<file path="src/rtl/rvh_l1d_amo_ctrl_if.sv">
// rvh_l1d_amo_ctrl_if: request, data-array, ALU, write-back and response signals of the L1D AMO sequencer.
interface rvh_l1d_amo_ctrl_if #(
    parameter int XLEN  = 64,
    parameter int TAG_W = 8
);
    logic             req_valid_i;
    logic             req_ready_o;
    logic [3:0]       req_amo_op_i;
    logic             req_is_w_i;
    logic             req_word_hi_i;
    logic [XLEN-1:0]  req_src_i;
    logic [TAG_W-1:0] req_tag_i;
    logic             rd_req_valid_o;
    logic             rd_req_ready_i;
    logic             rd_resp_valid_i;
    logic [XLEN-1:0]  rd_resp_data_i;
    logic [3:0]       alu_opcode_o;
    logic             alu_op_w_o;
    logic [XLEN-1:0]  alu_operand0_o;
    logic [XLEN-1:0]  alu_operand1_o;
    logic [XLEN-1:0]  alu_result_i;
    logic             wr_valid_o;
    logic             wr_ready_i;
    logic [XLEN-1:0]  wr_data_o;
    logic [7:0]       wr_mask_o;
    logic             resp_valid_o;
    logic             resp_ready_i;
    logic [XLEN-1:0]  resp_data_o;
    logic [TAG_W-1:0] resp_tag_o;
    logic             busy_o;

    modport slave (
        input  req_valid_i, req_amo_op_i, req_is_w_i, req_word_hi_i, req_src_i, req_tag_i,
               rd_req_ready_i, rd_resp_valid_i, rd_resp_data_i, alu_result_i, wr_ready_i, resp_ready_i,
        output req_ready_o, rd_req_valid_o, alu_opcode_o, alu_op_w_o, alu_operand0_o, alu_operand1_o,
               wr_valid_o, wr_data_o, wr_mask_o, resp_valid_o, resp_data_o, resp_tag_o, busy_o
    );

    modport master (
        output req_valid_i, req_amo_op_i, req_is_w_i, req_word_hi_i, req_src_i, req_tag_i,
               rd_req_ready_i, rd_resp_valid_i, rd_resp_data_i, alu_result_i, wr_ready_i, resp_ready_i,
        input  req_ready_o, rd_req_valid_o, alu_opcode_o, alu_op_w_o, alu_operand0_o, alu_operand1_o,
               wr_valid_o, wr_data_o, wr_mask_o, resp_valid_o, resp_data_o, resp_tag_o, busy_o
    );
endinterface

</file>
<file path="src/rtl/rvh_l1d_amo_ctrl.sv">
// rvh_l1d_amo_ctrl: single-outstanding AMO sequencer; reads the doubleword, computes via the L1D ALU,
// writes back the merged value with a byte mask, then returns the old value.
module rvh_l1d_amo_ctrl #(
    parameter int XLEN  = 64,
    parameter int TAG_W = 8
) (
    input logic clk,
    input logic rst,
    rvh_l1d_amo_ctrl_if.slave bus
);
    typedef enum logic [2:0] {IDLE, RD_REQ, RD_WAIT, CALC, WR, RESP} state_e;
    localparam logic [3:0] OP_SWAP = 4'd0, OP_ADD = 4'd1, OP_XOR = 4'd2, OP_AND = 4'd3, OP_OR = 4'd4,
                           OP_MIN = 4'd5, OP_MAX = 4'd6, OP_MINU = 4'd7, OP_MAXU = 4'd8;

    state_e           state_q, state_d;
    logic [3:0]       op_q, op_d;
    logic             is_w_q, is_w_d, hi_q, hi_d;
    logic [XLEN-1:0]  src_q, src_d, old_q, old_d, new_q, new_d;
    logic [TAG_W-1:0] tag_q, tag_d;
    logic             lt;

    function automatic logic [XLEN-1:0] sext32(input logic [31:0] w);
        return {{(XLEN-32){w[31]}}, w};
    endfunction

    assign lt = bus.alu_result_i[0];

    always_comb begin
        state_d = state_q;
        op_d    = op_q;
        is_w_d  = is_w_q;
        hi_d    = hi_q;
        src_d   = src_q;
        tag_d   = tag_q;
        old_d   = old_q;
        new_d   = new_q;
        case (state_q)
            IDLE: if (bus.req_valid_i) begin
                op_d    = bus.req_amo_op_i;
                is_w_d  = bus.req_is_w_i;
                hi_d    = bus.req_word_hi_i;
                src_d   = bus.req_is_w_i ? sext32(bus.req_src_i[31:0]) : bus.req_src_i;
                tag_d   = bus.req_tag_i;
                state_d = RD_REQ;
            end
            RD_REQ: if (bus.rd_req_ready_i) state_d = RD_WAIT;
            RD_WAIT: if (bus.rd_resp_valid_i) begin
                old_d   = !is_w_q ? bus.rd_resp_data_i
                        : sext32(hi_q ? bus.rd_resp_data_i[63:32] : bus.rd_resp_data_i[31:0]);
                state_d = CALC;
            end
            CALC: begin
                // SLT/SLTU result bit 0 selects between the two candidates for min/max
                new_d   = (op_q == OP_SWAP) ? src_q
                        : (op_q == OP_MIN || op_q == OP_MINU) ? (lt ? old_q : src_q)
                        : (op_q == OP_MAX || op_q == OP_MAXU) ? (lt ? src_q : old_q)
                        : bus.alu_result_i;
                state_d = WR;
            end
            WR: if (bus.wr_ready_i) state_d = RESP;
            RESP: if (bus.resp_ready_i) state_d = IDLE;
            default: state_d = IDLE;
        endcase
    end

    always_ff @(posedge clk or posedge rst) begin
        if (rst) begin
            state_q <= IDLE;
            op_q    <= '0;
            is_w_q  <= 1'b0;
            hi_q    <= 1'b0;
            src_q   <= '0;
            tag_q   <= '0;
            old_q   <= '0;
            new_q   <= '0;
        end else begin
            state_q <= state_d;
            op_q    <= op_d;
            is_w_q  <= is_w_d;
            hi_q    <= hi_d;
            src_q   <= src_d;
            tag_q   <= tag_d;
            old_q   <= old_d;
            new_q   <= new_d;
        end
    end

    assign bus.req_ready_o    = state_q == IDLE;
    assign bus.busy_o         = state_q != IDLE;
    assign bus.rd_req_valid_o = state_q == RD_REQ;
    assign bus.wr_valid_o     = state_q == WR;
    assign bus.resp_valid_o   = state_q == RESP;
    assign bus.alu_opcode_o   = (op_q == OP_XOR) ? 4'd5
                              : (op_q == OP_AND) ? 4'd9
                              : (op_q == OP_OR) ? 4'd8
                              : (op_q == OP_MIN || op_q == OP_MAX) ? 4'd3
                              : (op_q == OP_MINU || op_q == OP_MAXU) ? 4'd4 : 4'd0;
    // Compares always run 64-bit so sign-extended words order correctly for signed and unsigned
    assign bus.alu_op_w_o     = state_q == CALC && op_q == OP_ADD && is_w_q;
    assign bus.alu_operand0_o = old_q;
    assign bus.alu_operand1_o = src_q;
    assign bus.wr_data_o      = is_w_q ? {2{new_q[31:0]}} : new_q;
    assign bus.wr_mask_o      = state_q != WR ? 8'h00 : !is_w_q ? 8'hFF : hi_q ? 8'hF0 : 8'h0F;
    assign bus.resp_data_o    = old_q;
    assign bus.resp_tag_o     = tag_q;

    a_legal_op: assert property (@(posedge clk) disable iff (rst)
        bus.req_valid_i && bus.req_ready_o |-> bus.req_amo_op_i <= OP_MAXU);
endmodule

</file>
<file path="src/flat_wrapper.sv">
// flat-port wrapper written by rule: the top's interface ports become plain ports
module rvh_l1d_amo_ctrl_flat 
#(
    parameter int XLEN  = 64,
    parameter int TAG_W = 8
)
  (clk, rst, bus_req_valid_i, bus_req_amo_op_i, bus_req_is_w_i, bus_req_word_hi_i, bus_req_src_i, bus_req_tag_i, bus_rd_req_ready_i, bus_rd_resp_valid_i, bus_rd_resp_data_i, bus_alu_result_i, bus_wr_ready_i, bus_resp_ready_i, bus_req_ready_o, bus_rd_req_valid_o, bus_alu_opcode_o, bus_alu_op_w_o, bus_alu_operand0_o, bus_alu_operand1_o, bus_wr_valid_o, bus_wr_data_o, bus_wr_mask_o, bus_resp_valid_o, bus_resp_data_o, bus_resp_tag_o, bus_busy_o);
  rvh_l1d_amo_ctrl_if #(.XLEN(XLEN), .TAG_W(TAG_W)) bus_i ();
  input logic clk;
  input logic rst;
  input wire logic [$bits(bus_i.req_valid_i)-1:0] bus_req_valid_i;
  input wire logic [$bits(bus_i.req_amo_op_i)-1:0] bus_req_amo_op_i;
  input wire logic [$bits(bus_i.req_is_w_i)-1:0] bus_req_is_w_i;
  input wire logic [$bits(bus_i.req_word_hi_i)-1:0] bus_req_word_hi_i;
  input wire logic [$bits(bus_i.req_src_i)-1:0] bus_req_src_i;
  input wire logic [$bits(bus_i.req_tag_i)-1:0] bus_req_tag_i;
  input wire logic [$bits(bus_i.rd_req_ready_i)-1:0] bus_rd_req_ready_i;
  input wire logic [$bits(bus_i.rd_resp_valid_i)-1:0] bus_rd_resp_valid_i;
  input wire logic [$bits(bus_i.rd_resp_data_i)-1:0] bus_rd_resp_data_i;
  input wire logic [$bits(bus_i.alu_result_i)-1:0] bus_alu_result_i;
  input wire logic [$bits(bus_i.wr_ready_i)-1:0] bus_wr_ready_i;
  input wire logic [$bits(bus_i.resp_ready_i)-1:0] bus_resp_ready_i;
  output wire logic [$bits(bus_i.req_ready_o)-1:0] bus_req_ready_o;
  output wire logic [$bits(bus_i.rd_req_valid_o)-1:0] bus_rd_req_valid_o;
  output wire logic [$bits(bus_i.alu_opcode_o)-1:0] bus_alu_opcode_o;
  output wire logic [$bits(bus_i.alu_op_w_o)-1:0] bus_alu_op_w_o;
  output wire logic [$bits(bus_i.alu_operand0_o)-1:0] bus_alu_operand0_o;
  output wire logic [$bits(bus_i.alu_operand1_o)-1:0] bus_alu_operand1_o;
  output wire logic [$bits(bus_i.wr_valid_o)-1:0] bus_wr_valid_o;
  output wire logic [$bits(bus_i.wr_data_o)-1:0] bus_wr_data_o;
  output wire logic [$bits(bus_i.wr_mask_o)-1:0] bus_wr_mask_o;
  output wire logic [$bits(bus_i.resp_valid_o)-1:0] bus_resp_valid_o;
  output wire logic [$bits(bus_i.resp_data_o)-1:0] bus_resp_data_o;
  output wire logic [$bits(bus_i.resp_tag_o)-1:0] bus_resp_tag_o;
  output wire logic [$bits(bus_i.busy_o)-1:0] bus_busy_o;
  assign bus_i.req_valid_i = bus_req_valid_i;
  assign bus_i.req_amo_op_i = bus_req_amo_op_i;
  assign bus_i.req_is_w_i = bus_req_is_w_i;
  assign bus_i.req_word_hi_i = bus_req_word_hi_i;
  assign bus_i.req_src_i = bus_req_src_i;
  assign bus_i.req_tag_i = bus_req_tag_i;
  assign bus_i.rd_req_ready_i = bus_rd_req_ready_i;
  assign bus_i.rd_resp_valid_i = bus_rd_resp_valid_i;
  assign bus_i.rd_resp_data_i = bus_rd_resp_data_i;
  assign bus_i.alu_result_i = bus_alu_result_i;
  assign bus_i.wr_ready_i = bus_wr_ready_i;
  assign bus_i.resp_ready_i = bus_resp_ready_i;
  assign bus_req_ready_o = bus_i.req_ready_o;
  assign bus_rd_req_valid_o = bus_i.rd_req_valid_o;
  assign bus_alu_opcode_o = bus_i.alu_opcode_o;
  assign bus_alu_op_w_o = bus_i.alu_op_w_o;
  assign bus_alu_operand0_o = bus_i.alu_operand0_o;
  assign bus_alu_operand1_o = bus_i.alu_operand1_o;
  assign bus_wr_valid_o = bus_i.wr_valid_o;
  assign bus_wr_data_o = bus_i.wr_data_o;
  assign bus_wr_mask_o = bus_i.wr_mask_o;
  assign bus_resp_valid_o = bus_i.resp_valid_o;
  assign bus_resp_data_o = bus_i.resp_data_o;
  assign bus_resp_tag_o = bus_i.resp_tag_o;
  assign bus_busy_o = bus_i.busy_o;
  rvh_l1d_amo_ctrl #(.XLEN(XLEN), .TAG_W(TAG_W)) u_core (.clk(clk), .rst(rst), .bus(bus_i));
endmodule
</file>
<file path="config.mk">
export PLATFORM = sky130hd
export DESIGN_NAME = rvh_l1d_amo_ctrl_flat
export DESIGN_NICKNAME = d
export VERILOG_FILES = /design/src/rtl/rvh_l1d_amo_ctrl_if.sv /design/src/rtl/rvh_l1d_amo_ctrl.sv /design/src/flat_wrapper.sv
export SDC_FILE = /design/constraint.sdc
export NUM_CORES = 1
export LEC_CHECK = 0
export ABC_AREA = 1
export CAP_MARGIN = 30
export CORE_AREA = 3 3 194 196
export CTS_CLUSTER_SIZE = 20
export DETAILED_ROUTE_END_ITERATION = 8
export DIE_AREA = 0 0 197 199
export PLACE_DENSITY_LB_ADDON = 0.05
export SKIP_CTS_REPAIR_TIMING = 1
export SYNTH_ARGS = -nofsm -noshare
export SYNTH_HDL_FRONTEND = slang
export SYNTH_SLANG_ARGS = --single-unit
</file>
<file path="constraint.sdc">
create_clock -name clk -period 9.8 [get_ports clk]
set_clock_uncertainty 0.05 [all_clocks]
set_input_delay 1.47 -clock clk [delete_from_list [all_inputs] [get_ports clk]]
set_output_delay 1.47 -clock clk [all_outputs]
set_load 0.05 [all_outputs]
</file>
=== After elaboration in Yosys (flattened, before gate mapping) ===
Index checks and enable logic that the tools add are counted.
W data, S select, Z words.

* Equal/unequal tests: 19
* Mux-type cells: 23
* Reduce and logical (&&, ||, !) cells: 12

{| class="wikitable"
|+ Operators by type and width
! operator !! count
|-
| $mux W64 || 8
|-
| $mux W32 || 1
|-
| $mux W8 || 3
|-
| $mux W3 || 6
|-
| $pmux W3 S6 || 1
|-
| $eq A4 B3 Y1 const B || 4
|-
| $mux W4 || 4
|-
| $ne A2 B2 Y1 const B || 5
|-
| $eq A4 B2 Y1 const B || 2
|-
| $eq A3 B2 Y1 const B || 2
|-
| $eq A3 B3 Y1 const B || 2
|-
| $reduce_and A5 Y1 || 1
|-
| $eq A4 B1 Y1 const B || 1
|-
| $eq A4 B4 Y1 const B || 1
|-
| $logic_not A4 Y1 || 1
|-
| $logic_or A1 B1 Y1 || 4
|-
| $reduce_and A2 Y1 || 2
|-
| $eq A3 B1 Y1 const B || 1
|-
| $logic_not A3 Y1 || 1
|-
| $ne A3 B3 Y1 const B || 1
|-
| $reduce_bool A3 Y1 || 1
|-
| $logic_and A1 B1 Y1 || 2
|}

* Bits in registers: 209
* Output and inout port bits: 282

=== Depth between registers and ports, before layout ===
Gate-level depths: netlist of the first run.

* Depth after elaboration: 7
* Mapped depth: 10
* Mapped depth without buffers: 9

=== Worst setup path after synthesis of the first run ===
No wires, ideal clock.

* Path kind: register to output
* Start: register u_core.op_q[1]
* End: output bus_alu_opcode_o[0]
* Data arrival time: 2345 ps
* Data required time: 8280 ps
* Path slack: 5935 ps
* Stages on the path, launching flop included: 5
* Buffers on the path: 0
* Path through: dfrtp_1 inv_1 nand2_1 o31ai_1 o21bai_1

* Cells in the longest elaborated chain, start to end: 6
* Elaborated cells on any way between the ends: 10
* Those cells by class: 5 x eq/ne; 4 x mux; 1 x reduce/logical

{| class="wikitable"
|+ RTL lines
! item !! RTL line !! source
|-
| from (decl) || rvh_l1d_amo_ctrl.sv:16 || <nowiki>logic [3:0] op_q, op_d;</nowiki>
|-
| from (signal assigned) || rvh_l1d_amo_ctrl.sv:78 || <nowiki>op_q <= op_d;</nowiki>
|-
| $eq A4 B3 Y1 || rvh_l1d_amo_ctrl.sv:96 || <nowiki>: (op_q == OP_MIN || op_q == OP_MAX) ? 4'd3</nowiki>
|-
| $logic_or A1 B1 Y1 || rvh_l1d_amo_ctrl.sv:96 ||
|-
| $mux W4 || rvh_l1d_amo_ctrl.sv:96 ||
|-
| $mux W4 || rvh_l1d_amo_ctrl.sv:95 || <nowiki>: (op_q == OP_OR) ? 4'd8</nowiki>
|-
| $mux W4 || rvh_l1d_amo_ctrl.sv:94 || <nowiki>: (op_q == OP_AND) ? 4'd9</nowiki>
|-
| $mux W4 (*) || rvh_l1d_amo_ctrl.sv:93 || <nowiki>assign bus.alu_opcode_o = (op_q == OP_XOR) ? 4'd5</nowiki>
|-
| to (decl) || flat_wrapper.sv:25 || <nowiki>output wire logic [$bits(bus_i.alu_opcode_o)-1:0] bus_alu_opcode_o;</nowiki>
|}

Every way passes the cells marked *; elsewhere a longest branch is shown, timed or not.

=== Worst setup path in the final report of the first run ===
* Start: register u_core.op_q[0]
* End: output bus_alu_opcode_o[2]

* Cells in the longest elaborated chain, start to end: 7
* Elaborated cells on any way between the ends: 14
* Those cells by class: 7 x eq/ne; 5 x mux; 2 x reduce/logical

{| class="wikitable"
|+ RTL lines
! item !! RTL line !! source
|-
| $eq A4 B3 Y1 or $eq A4 B4 Y1 (tied branches) || rvh_l1d_amo_ctrl.sv:97 || <nowiki>: (op_q == OP_MINU || op_q == OP_MAXU) ? 4'd4 : 4'd0;</nowiki>
|-
| $logic_or A1 B1 Y1 || rvh_l1d_amo_ctrl.sv:97 ||
|-
| $mux W3 || rvh_l1d_amo_ctrl.sv:97 ||
|-
| $mux W4 || rvh_l1d_amo_ctrl.sv:96 ||
|-
| $mux W4 || rvh_l1d_amo_ctrl.sv:95 ||
|-
| $mux W4 || rvh_l1d_amo_ctrl.sv:94 ||
|-
| $mux W4 (*) || rvh_l1d_amo_ctrl.sv:93 ||
|}

Marks and branches as above.

==> results of run 1 <==
## layer usage
metal | global-route usage | vias to the layer above
li1 | - | 7276
met3 | 0.0528 | 110
met4 | 0.102 | 4
met2 | 0.496 | 632
met1 | 0.401 | 7127
met5 | 0 | -
## how the worst min path moves through the flow
stage / from / end / slack (ns) / depth (start not counted)
after floorplan: u_core.new_q[32]$_DFFE_PP0N_ / u_core.new_q[32]$_DFFE_PP0N_ / 0.40 / 2
after global placement: u_core.bus.resp_tag_o[5]$_DFFE_PP0P_ / u_core.bus.resp_tag_o[5]$_DFFE_PP0P_ / 0.40 / 2
after detailed placement: u_core.bus.resp_tag_o[7]$_DFFE_PP0P_ / u_core.bus.resp_tag_o[7]$_DFFE_PP0P_ / 0.41 / 2
after CTS: u_core.bus.resp_tag_o[7]$_DFFE_PP0P_ / u_core.bus.resp_tag_o[7]$_DFFE_PP0P_ / 0.43 / 2
after global routing: u_core.new_q[37]$_DFFE_PP0N_ / u_core.new_q[37]$_DFFE_PP0N_ / 0.44 / 2
final: u_core.bus.resp_tag_o[7]$_DFFE_PP0P_ / u_core.bus.resp_tag_o[7]$_DFFE_PP0P_ / 0.42 / 2
## cell usage after synthesis
library cell    n
nand2_1       850
inv_1         241
o21ai_0       214
dfrtp_1       209
nand3_1       165
nor2_1        137
buf_4         122
o21a_1         64
clkbuf_1       52
buf_2          51
o21ai_1        48
buf_6          11
buf_1           5
inv_2           5
a21oi_1         4
clkbuf_2        3
nand2_2         3
nand4_1         2
nor2_4          2
a31oi_2         1
clkbuf_8        1
clkinv_1        1
nand3_2         1
nor3_1          1
nor3b_1         1
nor4_1          1
nor4_2          1
o21bai_1        1
o31ai_1         1
## registers in the layout, summed over array words and instances, names as in the netlist
name / count
u_core.bus.resp_tag_o: 8
u_core.bus.alu_operand1_o: 64
u_core.state_q: 3
u_core.new_q: 64
u_core.op_q: 4
u_core.bus.alu_operand0_o: 64
u_core.hi_q: 1
u_core.is_w_q: 1
## logic make-up (layout without fill, tap and decap cells)
group,Yosys count,in the layout,synth area share
other,0,2,0
AND/OR/NAND/NOR,1164,1164,0.327
flip-flops,209,209,0.369
buffers and inverters,492,805,0.174
AO/OA/AOI/OAI,333,333,0.130
## critical path: cells and delay by family, from the launching register on
| family | cells | cell delay (ns) |
|---|---|---|
| buffers and inverters | 1 | 0.83 |
| DFF | 1 | 0.47 |
| and+or+nand+nor | 3 | 1.16 |
## power breakdown
part / total, uW / leakage [uW] / internal [uW] / switching [uW]
Combinational: 5540 / 0.00672 / 1690 / 3850
Sequential: 1850 / 0.00258 / 1280 / 564
Clock: 978 / 0.000415 / 580 / 398
Total: 8360 / 0.00972 / 3550 / 4810
## final cells by class
cell class,count,area [um^2]
clock inverters,6,95.1
fillers,3650,17000
repair buffers,513,5110
well taps,468,586
diodes,2,5.00
flip-flops and latches,209,5230
clock buffers,39,751
inverters,247,935
multi-input cells,1497,6500
## stage by stage
stage	setup WS (ns)	area [um^2]	utilization
2_1_floorplan	2.57	14200	-
3_3_place_gp	5.62	18300	0.506
3_5_place_dp	5.75	18400	0.506
4_1_cts	5.22	19200	0.530
5_1_grt	5.10	19200	0.530
6_report	5.26	19200	0.530
==> results.sh, run 1 <==
export IMPL_grt_pass1_vias=14100
export IMPL_worstRegToRegCells=9
export IMPL_hold_viol_final=0
export IMPL_coreArea_mm2=0.0363
export IMPL_cp_max_fo=66
export IMPL_cp_endpoint="bus_alu_opcode_o[2]"
export IMPL_r2r_end="u_core.new_q[56]$_DFFE_PP0N_"
export IMPL_crit_path_end_kind="primary output"
export IMPL_ir_drop_mv=0.245
export IMPL_fin_nets=2708
export IMPL_worst_ep_required_time_ns=8.28
export IMPL_synth_area_leaders="dfrtp_1 (37%), nand2_1 (23%), o21ai_0 (7.6%)"
export IMPL_synth_cell_type_count=29
export IMPL_rows=70
export IMPL_ioPinCount=495
export IMPL_routed_via_count=15100
export IMPL_final_cells=2981
export IMPL_io_buffers=494
export IMPL_cellPowerDensity_mw_per_mm2=435
export IMPL_yosys_area_top_type_share=0.369
export IMPL_cts_buffers=27
export IMPL_grt_overflow_total=0
export IMPL_die_w_um=197
export IMPL_tritoncts="done"
export IMPL_ys_seq_area_frac=0.369
export IMPL_hp_class="reg -> reg"
export IMPL_reg2reg_from="u_core.op_q[0]$_DFFE_PP0P_"
export IMPL_fin_tns_setup_ns=0
export IMPL_finalPower_uw=8360
export IMPL_avgRoutedWirePerCell_um=20.5
export IMPL_worst_path_max_delay_cell="clkdlybuf4s50_1"
export IMPL_m1WireLength_mm=25.6
export IMPL_critPathKind="reg -> out"
export IMPL_grt_pass1_wl_mm=90.0
export IMPL_period_needed_ns=4.54
export IMPL_drc_errors=0
export IMPL_antenna_found_initial=3
export IMPL_area_growth_pct=35.7
export IMPL_yosysTopAreaCell="dfrtp_1"
export IMPL_first_iter_violations=1142
export IMPL_outcome="complete, no violations"
export IMPL_cts_max_level=1
export IMPL_syn_nets=2411
export IMPL_start_util=0.391
export IMPL_synthCells=2198
export IMPL_max_freq_mhz=220
export IMPL_clock_sinks=209
export IMPL_cp_arrival_ns=3.02
export IMPL_min_period_over_period=0.463
export IMPL_synth_area_per_cell_um2=6.44
export IMPL_crit_chain="nor2_1 > nand2_4 > nand2_1 > clkdlybuf4s50_1"
export IMPL_relSlewSlack=0.349
export IMPL_place_congestion=0.882
export IMPL_root_buffer="clkbuf_16"
export IMPL_setup_violations=0
export IMPL_maxSlewViolCount=0
export IMPL_layout_commonest_cell="nand2_1"
export IMPL_clkTransAtPathRegs_ns=0.06
export IMPL_antenna_left=0
export IMPL_drive_gt1_frac=0.0307
export IMPL_rsz0062_at_grt="no"
export IMPL_hold_slack_ns=0.422
export IMPL_grt_use_total=0.301
export IMPL_met3WireLength_mm=4.61
export IMPL_p_leak_uw=0.00972
export IMPL_wl_met2_mm=28.7
export IMPL_critical_path_max_stage_delay_ns=0.83
export IMPL_critPathLaunchType="register"
export IMPL_syn_area_mm2=0.0142
export IMPL_viasPerCell=5.08
export IMPL_die_area_mm2=0.0392
export IMPL_yosys_warnings=0
export IMPL_grt_start_max_net_pins=112
export IMPL_layout_common_cells="nand2_1 (846), clkdlybuf4s50_1 (493), inv_1 (239)"
export IMPL_clock_latency_ns=0.57
export IMPL_maxCapViolCount=0
export IMPL_regToRegSetupSlack_ns=6.74
export IMPL_startpoint="u_core.op_q[0]$_DFFE_PP0P_"
export IMPL_dp_hpwl_mm=44.3
export IMPL_first_pass_iters=5
export IMPL_dpl_cell_count=2934
export IMPL_dieHeight_um=199
export IMPL_ys_seq_elements=209
export IMPL_worst_slew_pin_slew_ns=0.976
export IMPL_clock_path_buffers=3
export IMPL_wl_mm=61.2
export IMPL_topRoutingLayerUsed="met5"
(Power assumes the default switching activity.)
==> run 2, diff against run 1 <==
==> constraint.sdc (replaced) <==
create_clock -name clk -period 4.1 [get_ports clk]
set_clock_uncertainty 0.05 [all_clocks]
set_input_delay 0.615 -clock clk [delete_from_list [all_inputs] [get_ports clk]]
set_output_delay 0.615 -clock clk [all_outputs]
set_load 0.05 [all_outputs]
==> results.sh, run 2 (synthesis gave the netlist of run 1 again) <==
export IMPL_clock_latency_ns=0.55
export IMPL_critical_path_max_stage_delay_ns=0.88
export IMPL_dp_hpwl_mm=45.9
export IMPL_place_ws_ns=1.10
export IMPL_io_buffers=494
export IMPL_critPathKind="reg -> out"
export IMPL_reg2reg_from="u_core.op_q[2]$_DFFE_PP0P_"
export IMPL_maxSlewViolCount=0
export IMPL_coreArea_mm2=0.0363
export IMPL_wl_mm=63.0
export IMPL_place_congestion=0.898
export IMPL_worst_path_max_delay_cell="clkdlybuf4s50_1"
export IMPL_setup_violations=0
export IMPL_max_freq_mhz=305
export IMPL_grt_overflow_total=0
export IMPL_cp_max_fo=36
export IMPL_die_area_mm2=0.0392
export IMPL_start_util=0.391
export IMPL_worst_ep_required_time_ns=3.43
export IMPL_avgRoutedWirePerCell_um=21.0
export IMPL_fin_tns_setup_ns=0
export IMPL_drive_gt1_frac=0.0368
export IMPL_hp_class="reg -> reg"
export IMPL_cellPowerDensity_mw_per_mm2=1040
export IMPL_grt_start_max_net_pins=138
export IMPL_antenna_left=0
export IMPL_period_needed_ns=3.28
export IMPL_area_growth_pct=36.5
export IMPL_grt_pass1_vias=14400
export IMPL_tritoncts="done"
export IMPL_startpoint="u_core.is_w_q$_DFFE_PP0P_"
export IMPL_crit_path_end_kind="primary output"
export IMPL_maxCapViolCount=0
export IMPL_crit_chain="buf_4 > a21oi_1 > clkdlybuf4s50_1"
export IMPL_ioPinCount=495
export IMPL_grt_pass1_wl_mm=92.2
export IMPL_first_pass_iters=6
export IMPL_critPathLaunchType="register"
export IMPL_min_delay_start="u_core.bus.resp_tag_o[2]$_DFFE_PP0P_"
export IMPL_cp_arrival_ns=2.61
export IMPL_dieHeight_um=199
export IMPL_setup_ws_ns=0.821
export IMPL_cts_max_level=1
export IMPL_drc_errors=0
export IMPL_grt_use_total=0.309
export IMPL_ir_drop_mv=0.661
export IMPL_p_leak_uw=0.00978
export IMPL_final_area_mm2=0.0193
export IMPL_clkTransAtPathRegs_ns=0.06
export IMPL_routed_via_count=15500
export IMPL_die_w_um=197
export IMPL_fin_nets=2718
export IMPL_layout_commonest_cell="nand2_1"
export IMPL_worst_slew_pin_slew_ns=0.986
export IMPL_hold_viol_final=0
export IMPL_clock_sinks=209
export IMPL_min_period_over_period=0.800
export IMPL_final_util=0.533
export IMPL_rsz0062_at_grt="no"
export IMPL_viasPerCell=5.16
export IMPL_rows=70
export IMPL_post_dp_cell_area_mm2=0.0185
export IMPL_layout_common_cells="nand2_1 (846), clkdlybuf4s50_1 (492), inv_1 (239)"
export IMPL_antenna_found_initial=6
export IMPL_root_buffer="clkbuf_16"
export IMPL_outcome="complete, no violations"
export IMPL_clock_path_buffers=3
export IMPL_relSlewSlack=0.342
export IMPL_cts_buffers=27
export IMPL_first_iter_violations=1302
run 2: changes by cell type in the layout (fill, tap and decap cells not counted), sizes merged:
cell | before | now
diode | 2 | 4
clkdlybuf4s50 | 493 | 492
clkinvlp | 0 | 1
clkbuf | 39 | 45
buf | 20 | 31
bufinv | 2 | 0
run 2: layout make-up:
| type | instances | area (um^2) |
|---|---|---|
| multi-input combinational | 1497 | 6500 |
| sequential | 209 | 5230 |
| fill | 3646 | 16900 |
| clock inverter | 5 | 32.5 |
| antenna | 4 | 10.0 |
| clock buffer | 45 | 833 |
| timing repair buffer | 523 | 5220 |
| tap | 468 | 586 |
| inverter | 247 | 931 |
run 2: layer usage:
layer  GRT usage  wire length [um]  vias up
li1            -                 -     7299
met1       0.416             26400     7338
met2       0.509             29400      713
met3      0.0466              4730      107
met4       0.110              2450        4
met5           0                27        -
run 2: where the power goes:
group	internal, uW	leakage (uW)	switching (uW)
Combinational	4070	0.00677	9150
Clock	1380	0.000429	976
Sequential	3070	0.00258	1420
run 2: worst max-delay path, delay by kind of cell, from the launching register on:
| family | cells | cell delay, ns |
|---|---|---|
| AOI/OAI and AO/OA | 1 | 0.35 |
| DFF | 1 | 0.50 |
| buffers and inverters | 2 | 1.18 |
run 2: final timing paths:
| path | end | slack, ns | cells after the start |
|---|---|---|---|
| worst max-delay path | bus_wr_mask_o[0] | 0.82 | 3 |
| worst min-delay path | u_core.bus.resp_tag_o[2]$_DFFE_PP0P_ | 0.42 | 2 |
| worst max register to register | u_core.new_q[25]$_DFFE_PP0N_ | 1.40 | 10 |
| worst min register to register | u_core.bus.resp_tag_o[2]$_DFFE_PP0P_ | 0.42 | 2 |
| max in group asynchronous | u_core.state_q[2]$_DFFE_PP0P_ | 2.59 | 3 |
| min in group asynchronous | u_core.bus.alu_operand1_o[8]$_DFFE_PP0P_ | 0.51 | 2 |
run 2: metrics by stage:
step | instances | hold WS (ns) | total power [uW]
floorplan | 2198 | 0.399 | 13400
global placement | 2943 | 0.404 | 17600
detailed placement | 2944 | 0.412 | 17700
CTS | 2994 | 0.426 | 20100
global route | 2996 | 0.443 | 21200
finish | 2998 | 0.424 | 20100
==> run 3, diff against run 2 <==
==> constraint.sdc (replaced) <==
create_clock -name clk -period 2.89 [get_ports clk]
set_clock_uncertainty 0.05 [all_clocks]
set_input_delay 0.4335 -clock clk [delete_from_list [all_inputs] [get_ports clk]]
set_output_delay 0.4335 -clock clk [all_outputs]
set_load 0.05 [all_outputs]
==> results.sh, run 3 (synthesis gave the netlist of run 1 again) <==
export IMPL_min_period_over_period=0.961
export IMPL_worst_ep_required_time_ns=2.41
export IMPL_post_dp_cell_area_mm2=0.0185
export IMPL_hold_viol_final=0
export IMPL_routed_via_count=15300
export IMPL_setup_violations=0
export IMPL_cts_buffers=27
export IMPL_dpl_cell_count=2952
export IMPL_final_area_mm2=0.0193
export IMPL_layout_commonest_cell="nand2_1"
export IMPL_crit_chain="inv_1 > nor3_1 > clkdlybuf4s50_1"
export IMPL_grt_use_total=0.305
export IMPL_critPathLaunchType="register"
export IMPL_globalRouteMet2Util=0.501
export IMPL_worstRegToRegCells=8
export IMPL_antenna_found_initial=8
export IMPL_reg2reg_from="u_core.op_q[0]$_DFFE_PP0P_"
export IMPL_dp_hpwl_mm=46.2
export IMPL_r2r_end="u_core.new_q[23]$_DFFE_PP0N_"
export IMPL_maxSlewViolCount=0
export IMPL_regToRegSetupSlack_ns=0.70
export IMPL_first_pass_iters=5
export IMPL_cts_max_level=1
export IMPL_outcome="complete, no violations"
export IMPL_crit_path_end_kind="primary output"
export IMPL_p_leak_uw=0.0100
export IMPL_viasPerCell=5.10
export IMPL_dieHeight_um=199
export IMPL_first_iter_violations=1178
export IMPL_max_freq_mhz=360
export IMPL_ioPinCount=495
export IMPL_place_congestion=0.889
export IMPL_period_needed_ns=2.78
export IMPL_die_w_um=197
export IMPL_coreArea_mm2=0.0363
export IMPL_relSlewSlack=0.455
export IMPL_antenna_left=0
export IMPL_root_buffer="clkbuf_16"
export IMPL_busiest_layer="met2"
export IMPL_clock_path_buffers=3
export IMPL_wl_mm=62.2
export IMPL_fin_nets=2726
export IMPL_clock_latency_ns=0.54
export IMPL_gr_usage_met3=0.0532
export IMPL_grt_pass1_vias=14100
export IMPL_tritoncts="done"
export IMPL_clock_sinks=209
export IMPL_final_cells=3003
export IMPL_hp_class="in -> async"
export IMPL_area_growth_pct=36.5
export IMPL_avgRoutedWirePerCell_um=20.7
export IMPL_grt_start_max_net_pins=107
export IMPL_fin_tns_setup_ns=0
export IMPL_cp_max_fo=8
export IMPL_worst_slew_pin_slew_ns=0.818
export IMPL_clkTransAtPathRegs_ns=0.06
export IMPL_layout_common_cells="nand2_1 (846), clkdlybuf4s50_1 (449), inv_1 (239)"
export IMPL_drive_gt1_frac=0.0510
export IMPL_io_buffers=494
export IMPL_ir_drop_mv=0.831
export IMPL_worst_path_max_delay_cell="clkdlybuf4s50_1"
export IMPL_drc_errors=0
export IMPL_grt_pass1_wl_mm=90.8
export IMPL_maxCapViolCount=0
export IMPL_critPathKind="reg -> out"
export IMPL_grt_overflow_total=0
export IMPL_cellPowerDensity_mw_per_mm2=1460
export IMPL_rows=70
export IMPL_cp_arrival_ns=2.30
export IMPL_met1_usage=0.405
export IMPL_die_area_mm2=0.0392
export IMPL_start_util=0.391
export IMPL_rsz0062_at_grt="no"
export IMPL_critical_path_max_stage_delay_ns=0.85
export IMPL_setup_ws_ns=0.111
export IMPL_place_ws_ns=0.415
## run 3: power by group
group | switching, uW | internal (uW) | leakage [uW] | total (uW)
sequential | 1920 | 4360 | 0.00258 | 6270
combinational | 13100 | 5700 | 0.00702 | 18800
clock | 1330 | 1830 | 0.000390 | 3160
total | 16300 | 11900 | 0.0100 | 28200
## run 3: worst max path at each step
| stage | start | to | slack [ns] | cells after the start |
|---|---|---|---|---|
| after detailed placement | u_core.state_q[0]$_DFFE_PP0P_ | bus_wr_mask_o[3] | 0.41 | 4 |
| after floorplan | rst | u_core.bus.alu_operand0_o[0]$_DFFE_PP0P_ | -0.31 | 1 |
| after global placement | u_core.state_q[0]$_DFFE_PP0P_ | bus_alu_op_w_o | 0.46 | 5 |
| after global routing | u_core.state_q[0]$_DFFE_PP0P_ | bus_resp_valid_o | 0.05 | 3 |
| after CTS | u_core.state_q[0]$_DFFE_PP0P_ | bus_wr_mask_o[3] | -0.18 | 4 |
| final | u_core.state_q[0]$_DFFE_PP0P_ | bus_resp_valid_o | 0.11 | 3 |
## run 3: per-layer routing
layer	wire length, um	part of all wire
met1	25600	0.41
met2	29200	0.47
met3	4880	0.078
met4	2490	0.040
met5	41	0.00066
## run 3: per-stage QoR
step,total power [uW],util,hold WS [ns]
final,28200,0.533,0.168
after global routing,29800,0.533,0.165
after CTS,28300,0.532,0.149
after detailed placement,25000,0.510,0.412
after global placement,24900,0.510,0.404
after floorplan,19100,-,0.399
## run 3: cell type report
| cell class | instances | area (um^2) |
|---|---|---|
| antenna | 4 | 10.0 |
| clock buffer | 44 | 779 |
| clock inverter | 3 | 22.5 |
| fill | 3673 | 16900 |
| inverter | 247 | 931 |
| multi-input combinational | 1497 | 6500 |
| sequential | 209 | 5230 |
| tap | 468 | 586 |
| timing repair buffer | 531 | 5280 |
## run 3: critical path, delay by kind of cell, from the launching register on
kind | cells | cell delay [ns]
DFF | 1 | 0.55
and+or+nand+nor | 1 | 0.26
buffers and inverters | 2 | 0.95
